--- config.mk ---
export PLATFORM = sky130hd
export DESIGN_NAME = mesh_node_adapter
export DESIGN_NICKNAME = d
export VERILOG_FILES = /design/src/rtl/mesh_node_adapter.sv
export SDC_FILE = /design/constraint.sdc
export NUM_CORES = 1
export LEC_CHECK = 0
export ABC_AREA = 1
export CAP_MARGIN = 20
export CELL_PAD_IN_SITES_DETAIL_PLACEMENT = 1
export CELL_PAD_IN_SITES_GLOBAL_PLACEMENT = 1
export CORE_UTILIZATION = 43
export CTS_CLUSTER_DIAMETER = 30
export DETAILED_ROUTE_END_ITERATION = 6
export PLACE_DENSITY_LB_ADDON = 0.12
export RECOVER_POWER = 25
export SLEW_MARGIN = 5
export SYNTH_ARGS = -nofsm -noshare
export SYNTH_HDL_FRONTEND = slang
export SYNTH_SLANG_ARGS = --single-unit
--- constraint.sdc ---
create_clock -name clk -period 3.29 [get_ports clk]
set_clock_uncertainty 0.15 [all_clocks]
set_input_delay 0.4935 -clock clk [delete_from_list [all_inputs] [get_ports clk]]
set_output_delay 0.4935 -clock clk [all_outputs]
set_load 0.01 [all_outputs]
--- src/rtl/mesh_node_adapter.sv ---
// mesh_node_adapter: core <-> mesh router local-port adapter, injection/ejection FIFOs plus RUN/DRAIN/IDLE control.
// Latency: 1 cycle core->router (flit registered in the injection FIFO); an ejected flit is visible to the core the cycle after arrival.
// Backpressure: core_ready/core_availability drop when a FIFO is full; a valid flit arriving at a full ejection FIFO is dropped.
// Optional feature: define MESH_NODE_STATS_EN to build the saturating stat_inj/stat_ej/stat_drop counters (tied to 0 otherwise).

// Generic synchronous FIFO: head is combinational, push ignored when full, pop ignored when empty.
module mesh_node_fifo #(
   parameter int W     = 32,
   parameter int DEPTH = 4
) (
   input  logic                     clk,
   input  logic                     rst,
   input  logic                     push,
   input  logic [W-1:0]             push_dat,
   input  logic                     pop,
   output logic [W-1:0]             head_dat,
   output logic [$clog2(DEPTH):0]   count
);
   localparam int AW = $clog2(DEPTH);
   localparam logic [AW:0] CNT_FULL = (AW+1)'(DEPTH);

   logic [W-1:0]  mem [DEPTH];
   logic [AW-1:0] wr_ptr;
   logic [AW-1:0] rd_ptr;
   logic          full;
   logic          empty;
   logic          do_push;
   logic          do_pop;

   assign full     = (count == CNT_FULL);
   assign empty    = (count == '0);
   assign do_push  = push && !full;
   assign do_pop   = pop && !empty;
   assign head_dat = mem[rd_ptr];

   // Pointers wrap naturally because DEPTH is a power of two; count tracks occupancy 0..DEPTH.
   always_ff @(posedge clk) begin
      if (rst) begin
         wr_ptr <= '0;
         rd_ptr <= '0;
         count  <= '0;
      end else begin
         if (do_push) wr_ptr <= wr_ptr + 1'b1;
         if (do_pop)  rd_ptr <= rd_ptr + 1'b1;
         if (do_push && !do_pop)      count <= count + 1'b1;
         else if (!do_push && do_pop) count <= count - 1'b1;
      end
   end

   // Storage needs no reset: reads are qualified by count.
   always_ff @(posedge clk) begin
      if (do_push) mem[wr_ptr] <= push_dat;
   end
endmodule

module mesh_node_adapter #(
   parameter int PL      = 32,
   parameter int DEPTH   = 4,
   parameter int NODE_ID = 0
) (
   input  logic                          clk,
   input  logic                          rst,
   input  logic [PL-1:0]                 core_flit_out,
   output logic                          core_ready,
   output logic [PL-1:0]                 core_flit_in,
   input  logic                          core_flit_ready,
   input  logic [PL-1:0]                 noc_core_input,
   output logic [PL-1:0]                 noc_core_output,
   input  logic                          noc_available,
   output logic                          core_availability,
   input  logic                          drain_req,
   input  logic                          resume,
   output logic                          drain_done,
   output logic [$clog2(DEPTH*0+9)-1:0]  node_id,
   output logic [15:0]                   stat_inj,
   output logic [15:0]                   stat_ej,
   output logic [15:0]                   stat_drop
);
   localparam int AW  = $clog2(DEPTH);
   localparam int NIW = $clog2(DEPTH*0+9);
   localparam logic [AW:0] CNT_FULL = (AW+1)'(DEPTH);
   localparam logic [AW:0] CNT_ONE  = (AW+1)'(1);

   typedef enum logic [1:0] {
      ST_RUN   = 2'd0,
      ST_DRAIN = 2'd1,
      ST_IDLE  = 2'd2
   } state_t;

   state_t        state;
   state_t        state_nxt;

   logic [PL-1:0] inj_head;
   logic [AW:0]   inj_count;
   logic          inj_empty;
   logic          inj_full;
   logic          inj_push;
   logic          inj_pop;

   logic [PL-1:0] ej_head;
   logic [AW:0]   ej_count;
   logic          ej_empty;
   logic          ej_full;
   logic          ej_push;
   logic          ej_pop;

   assign inj_empty = (inj_count == '0);
   assign inj_full  = (inj_count == CNT_FULL);
   assign ej_empty  = (ej_count == '0);
   assign ej_full   = (ej_count == CNT_FULL);

   assign node_id   = NIW'(NODE_ID);

   // Injection side: core -> FIFO -> router local port.
   mesh_node_fifo #(.W(PL), .DEPTH(DEPTH)) u_inj_fifo (
      .clk      (clk),
      .rst      (rst),
      .push     (inj_push),
      .push_dat (core_flit_out),
      .pop      (inj_pop),
      .head_dat (inj_head),
      .count    (inj_count)
   );

   // Ejection side: router local port -> FIFO -> core.
   mesh_node_fifo #(.W(PL), .DEPTH(DEPTH)) u_ej_fifo (
      .clk      (clk),
      .rst      (rst),
      .push     (ej_push),
      .push_dat (noc_core_input),
      .pop      (ej_pop),
      .head_dat (ej_head),
      .count    (ej_count)
   );

   // Control state register.
   always_ff @(posedge clk) begin
      if (rst) state <= ST_RUN;
      else     state <= state_nxt;
   end

   // Next state and flow-control outputs; core_ready uses the registered full flag so a same-cycle pop never frees a slot.
   always_comb begin
      state_nxt         = state;
      core_ready        = 1'b0;
      inj_push          = 1'b0;
      inj_pop           = 1'b0;
      noc_core_output   = '0;
      ej_push           = 1'b0;
      ej_pop            = 1'b0;
      core_flit_in      = '0;
      core_availability = !ej_full;
      drain_done        = (state == ST_IDLE);

      core_ready = (state == ST_RUN) && !inj_full;
      inj_push   = core_flit_out[0] && core_ready;
      inj_pop    = !inj_empty && noc_available && (state != ST_IDLE);
      if (inj_pop) noc_core_output = inj_head;

      ej_push = noc_core_input[0] && !ej_full;
      ej_pop  = core_flit_ready && !ej_empty;
      if (!ej_empty) core_flit_in = ej_head;

      case (state)
         ST_RUN:   if (drain_req) state_nxt = ST_DRAIN;
         ST_DRAIN: if (inj_empty || (inj_pop && inj_count == CNT_ONE)) state_nxt = ST_IDLE;
         ST_IDLE:  if (resume) state_nxt = ST_RUN;
         default:  state_nxt = ST_RUN;
      endcase
   end

`ifdef MESH_NODE_STATS_EN
   logic [15:0] inj_cnt;
   logic [15:0] ej_cnt;
   logic [15:0] drop_cnt;
   logic        ej_drop;

   assign ej_drop   = noc_core_input[0] && ej_full;
   assign stat_inj  = inj_cnt;
   assign stat_ej   = ej_cnt;
   assign stat_drop = drop_cnt;

   // Saturating event counters; they hold at 16'hFFFF rather than wrapping.
   always_ff @(posedge clk) begin
      if (rst) begin
         inj_cnt  <= '0;
         ej_cnt   <= '0;
         drop_cnt <= '0;
      end else begin
         if (inj_push && inj_cnt != 16'hFFFF)  inj_cnt  <= inj_cnt + 16'd1;
         if (ej_push && ej_cnt != 16'hFFFF)    ej_cnt   <= ej_cnt + 16'd1;
         if (ej_drop && drop_cnt != 16'hFFFF)  drop_cnt <= drop_cnt + 16'd1;
      end
   end
`else
   assign stat_inj  = 16'd0;
   assign stat_ej   = 16'd0;
   assign stat_drop = 16'd0;
`endif

endmodule
# == Word level (Yosys, flattened, before mapping) ==
# Memories as Yosys holds them, arrays and structs flattened. A register that Yosys moved wholly into a read port is not among the register bits.
# Cells that the tools add are included.
# op_classes
add_sub_neg,8
n_eq_ne,9
n_mux,18
n_reduce_logical,30
# op_table
cell,count
$mux 32,2
$logic_and 1x1->1,15
$mux 2,7
$mux 3,4
$add 2x1->2 const B,4
$logic_not 1->1,8
$ne 2x2->1 const B,4
$add 3x1->3 const B,2
$eq 3x3->1 const B,2
$logic_not 3->1,2
$pmux 2 s3,1
$sub 3x1->3 const B,2
$mux 1,4
$reduce_bool 2->1,2
$eq 3x1->1 const B,1
$reduce_and 3->1,1
$eq 2x1->1 const B,1
$eq 2x2->1 const B,1
$logic_not 2->1,1
$logic_or 1x1->1,1
# word_totals
regBits,16
mem_bits_rw,256
inputBits,70
word_cells,74
n_memories,2
# mem_list
name,depth,word_bits,read_ports,rd_clocked_by_memory_dff,write_ports,line_no,text
u_ej_fifo.mem,4,32,1,1,1,22,logic [W-1:0] mem [DEPTH];
u_inj_fifo.mem,4,32,1,1,1,22,

# == Longest topological paths before layout ==
# logic_depth
depth_word,9
depth_mapped,13
mapped_depth_nobuf,13

# == Cells and area by module ==
# From an unflattened synthesis, not the netlist that was laid out.
# hier_totals
cells_unflattened,975
hier_area_um2,11901.4
# modules_own_cells
mod,instances,cells_per_inst,area_per_inst_um2
mesh_node_fifo,2,377,5261.3
mesh_node_adapter,1,221,1378.8

# == Worst setup path before layout ==
# Ideal clock, no wire load.
# synth_timing
path_kind,flip-flop to flip-flop
from,register u_inj_fifo.count[0]
to,memory u_inj_fifo.mem[0][0] (enable)
setup_time_ps,421
t_arrival_ps,2343
t_required_ps,2719
path_slack_ps,376
path_stages_with_launch,8
synth_period_minus_slack_ps,2914
cell_sequence,dfxtp_1 > inv_1 > ha_1 > nand2_1 > nand2_1 > inv_1 > nand2_2 > nor2_1
# synth_between
elab_chain_cells,7
# synth_rtl
element,line_no,text
"start, declared",17,output logic [$clog2(DEPTH):0] count
"start signal, assigned",45,if (do_push && !do_pop) count <= count + 1'b1;
"start signal, assigned",46,else if (!do_push && do_pop) count <= count - 1'b1;
$eq 3x3->1,108,assign inj_full = (inj_count == CNT_FULL);
$logic_not 1->1,155,core_ready = (state == ST_RUN) && !inj_full;
$logic_and 1x1->1,155,
via core_ready,64,"output logic core_ready,"
$logic_and 1x1->1,156,inj_push = core_flit_out[0] && core_ready;
$logic_and 1x1->1,32,assign do_push = push && !full;
$mux 1,52,if (do_push) mem[wr_ptr] <= push_dat;
$mux 1 (implied by the code),52,
"end, declared",22,
# The timed path passes the listed nets, and every way through them passes these cells.

# == Worst setup path in the final report ==
# layout_timing
from,register u_inj_fifo.count[0]
to,output noc_core_output[11]
# layout_between
elab_chain_cells,5
# layout_rtl
element,line_no,text
$logic_not 3->1,107,assign inj_empty = (inj_count == '0);
$logic_not 1->1,157,inj_pop = !inj_empty && noc_available && (state != ST_IDLE);
$logic_and 1x1->1 (2 in a row),157,
$mux 32,158,if (inj_pop) noc_core_output = inj_head;
"end, declared",68,"output logic [PL-1:0] noc_core_output,"
# Every way passes these cells.

==> results by group <==
Power and ir drop
  • Internal power: 0.009373 W
  • IR drop worst, VDD: 712.5 uV
  • Power share of the clock group: 0.402
  • Combinational group share of total power: 0.262
  • Total power divided by cell area: 907.1 mW/mm^2
  • Leakage power: ~5.4 nW
  • Sequential share of power: 0.335
  • Total net switching power: between 0.004 and 0.005 W
  • Sw frac: 0.3031

Timing
  • Post-route setup TNS: 0 ps
  • Worst relative slew slack: 0.5145
  • Final-report hold violation count: 0
  • Final critical-path required period: 3100 ps
  • Max-slew violation count: 0
  • Transition at the pin with the smallest max-transition slack: 725.9 ps
  • Highest attainable clock frequency: 0.3225 GHz
  • Share of the cycle needed by the critical path after routing: 0.9424
  • Final setup fails: 0
  • Unrepaired setup endpoints after global routing: false

Route
  • Vias after detailed routing: roughly 7600
  • Drt first pass iters: 4
  • Post-detailed-route count of antenna-violating nets: 0
  • Residual DRC count: 0
  • Average routed wire per standard cell: between 15 and 20 um
  • Total wire length: between 20000 and 30000 um
  • Number of vias per cell after detailed routing: roughly 5
  • Starting DRT DRC Count: 390

GRT
  • Via count of the first global-routing pass: 7919
  • Antenna violations before repair: 4
  • Largest net degree at the start of global routing: 51
  • Global-route usage over all layers: 0.2049
  • Global-route wire length before repair: 41950 um
  • Remaining global-route overflow: 0

Synth
  • Cell with the most instances after synthesis: nor2_1
  • Number of synthesis warnings: 0
  • Post-synth top cells: nor2_1, edfxtp_1, o21ai_0
  • Top FF cell, synth: edfxtp_1
  • Number of enable flip-flop cells after synthesis: 256
  • Average instance area after synthesis: about 12 sq um
  • Synth top area cells: edfxtp_1, nor2_1, o21ai_0
  • Top cell type's share of synthesized area: 0.6727
  • Post-synthesis cell area: 0.01143 sq mm
  • Biggest area consumer among synthesized cells: edfxtp_1
  • Post-synth cell types: 26
  • Register bit total from synthesis: roughly 280
  • Post-synth ARST share: 0
  • Sequential share of the synthesized area: 0.7077
  • Mapped Cells: 960

Setup path
  • Critical-path cell with the highest stage delay: clkdlybuf4s50_1
  • Crit path required time: 2650 ps
  • Crit path max fanout: 37
  • Worst path top cell family by delay: buffers and inverters
  • Biggest cell delay along the critical path: 590 ps
  • Worst setup SP type: flop
  • Type of element capturing the critical path: output port
  • Total buffers and inverters traversed by the critical path: 3
  • CP Data Arrival Time: 2460 ps
  • Type of the setup path with the least slack: reg2out
  • Ordered list of cells on the worst path: inv_1, ha_1, nand2_1, nand3_2, buf_6, a21oi_1, clkdlybuf4s50_1

Finish
  • Layout cells sized above 1: 0.1162
  • Post-route cell area: 0.01483 sq mm
  • Number of nets in the final layout: 1218
  • Area growth from synthesis to layout: 29.75%

Floorplan
  • Die W: 165.0 um
  • Die outline height: 165.0 um
  • Floorplan die area: between 0.02 and 0.03 sq mm
  • Number of rows in the core area: 59
  • I/O pin total: between 150 and 200
  • Core Region: ~0.026 sq mm
  • Initial core utilization: 0.4386

Run status
  • Status: finished, final reports clean

Clock tree
  • CTS max path bufs: 3
  • Deepest level of the CTS H-tree: 2
  • Register clock-pin slew on the reported worst setup and hold paths: 50 ps
  • Clk Tree Root Cell: clkbuf_16
  • Total clock buffers created by CTS: 54
  • Clock sink total: 276
  • Source-to-sink clock delay at the later pin of the worst-skew pair: roughly 550 ps
  • Clock tree from TritonCTS: yes
  • Hold-fix buffers at CTS: 0

Worst hold path
  • Worst min-delay path category: reg2reg

Placed design
  • HPWL reported at the end of detailed placement: about 16000 um
  • Instance area after placement: 0.01294 sq mm
  • Quantity of I/O buffers inserted on ports: 136
  • Routability-driven placement congestion ratio: ~0.70

Job
  • Count of max-cap constraint violations: 0
==> stage by stage <==
| stage | cells | total power [W] | hold WS [ps] | setup slack, ps | utilization |
|---|---|---|---|---|---|
| 6_report | 1517 | 0.01345 | 359.2 | 189.6 | 0.5690 |
| 5_1_grt | 1515 | 0.01413 | 390.1 | 39.48 | 0.5688 |
| 4_1_cts | 1511 | 0.01360 | 361.4 | 65.45 | 0.5675 |
| 3_5_place_dp | 1409 | 0.008102 | 350.2 | 436.8 | 0.4966 |
| 3_3_place_gp | 1409 | 0.008012 | 335.7 | 480.1 | 0.4966 |
| 2_1_floorplan | 1011 | 0.006497 | 307.7 | 375.6 | - |
==> state kept, by name, indices dropped and copies added (netlist names), named ones only <==
register,cells
u_ej_fifo.wr_ptr,2
state,2
u_inj_fifo.count,3
u_inj_fifo.rd_ptr,2
u_ej_fifo.rd_ptr,2
u_ej_fifo.mem,128
u_inj_fifo.mem,128
u_ej_fifo.count,3
u_inj_fifo.wr_ptr,2
==> cell type report <==
class | instances | area [sq um]
fillers | 2671 | 11230
flip-flops and latches | 276 | 8093
multi-input cells | 594 | 2705
repair buffers | 165 | 1595
clock buffers | 59 | 1390
clock inverters | 43 | 456.7
well taps | 335 | 419.2
inverters | 42 | 161.4
diodes | 3 | 7.507
==> timing repair <==
item / 4_1_cts / 5_1_grt
endpoints found under the setup margin: 0 / 12
resized for setup: 0 / 3
buffers inserted: 0 / 3
==> placed cells by master (no fill, tap or decap), drive strengths merged <==
master,n
nand2,22
xor2,2
buf,29
clkinvlp,10
edfxtp,256
clkbuf,59
conb,52
nor3,1
ha,14
dlygate4sd3,39
xnor2,1
clkinv,20
nand3,3
o21bai,1
inv,48
a21oi,77
nand4,1
bufinv,7
diode,3
fa,1
o21ai,140
clkdlybuf4s50,97
nor2,279
dfxtp,20
==> worst register-to-register path, cell delays in order (launching register included) <==
cell and delay (ps):
dfxtp_1 340, nor3_4 640, nor2_1 190, inv_1 130, ha_1 150, inv_1 70
fa_1 380, a21oi_1 160, o21ai_0 120, nand2_1 70, nand2_1 40, nor2_1 80
==> metal layers <==
metal	track usage	routed length (um)	up-vias
met5	0	13	-
li1	-	-	3589
met1	0.2532	11800	3733
met2	0.3553	13750	213
met3	0.04445	1535	53
met4	0.06672	563	2
==> power by group through the flow <==
stage	Combinational [W]	Clock, W	Sequential [W]
4_1_cts	0.00359	0.00550	0.00451
5_1_grt	0.00392	0.00566	0.00455
3_5_place_dp	0.00353	0	0.00457
2_1_floorplan	0.00198	0	0.00452
6_report	0.00353	0.00541	0.00451
3_3_place_gp	0.00347	0	0.00455
==> cell families (layout without fill, tap and decap cells) <==
logic type      after synthesis  after routing  synth area share
xor+xnor                      3              3          0.002300
compound gates              218            218           0.09569
flops                       276            276            0.7077
fa+ha+maj                    15             15           0.01708
simple gates                306            306            0.1028
other cells                   1             55         0.0003281
buf+inv                     141            309           0.07412
==> final timing paths <==
path                        startpoint             endpoint  slack (ps)  depth (start not counted)
setup / recovery   u_inj_fifo.count[0]  noc_core_output[11]         190                          7
hold / removal    u_inj_fifo.rd_ptr[0]                 flop         360                          2
setup reg to reg    u_ej_fifo.count[2]   u_ej_fifo.count[2]         720                         11
hold reg to reg   u_inj_fifo.rd_ptr[0]                 flop         360                          2
Note: power is estimated with default switching activity, not from simulation.
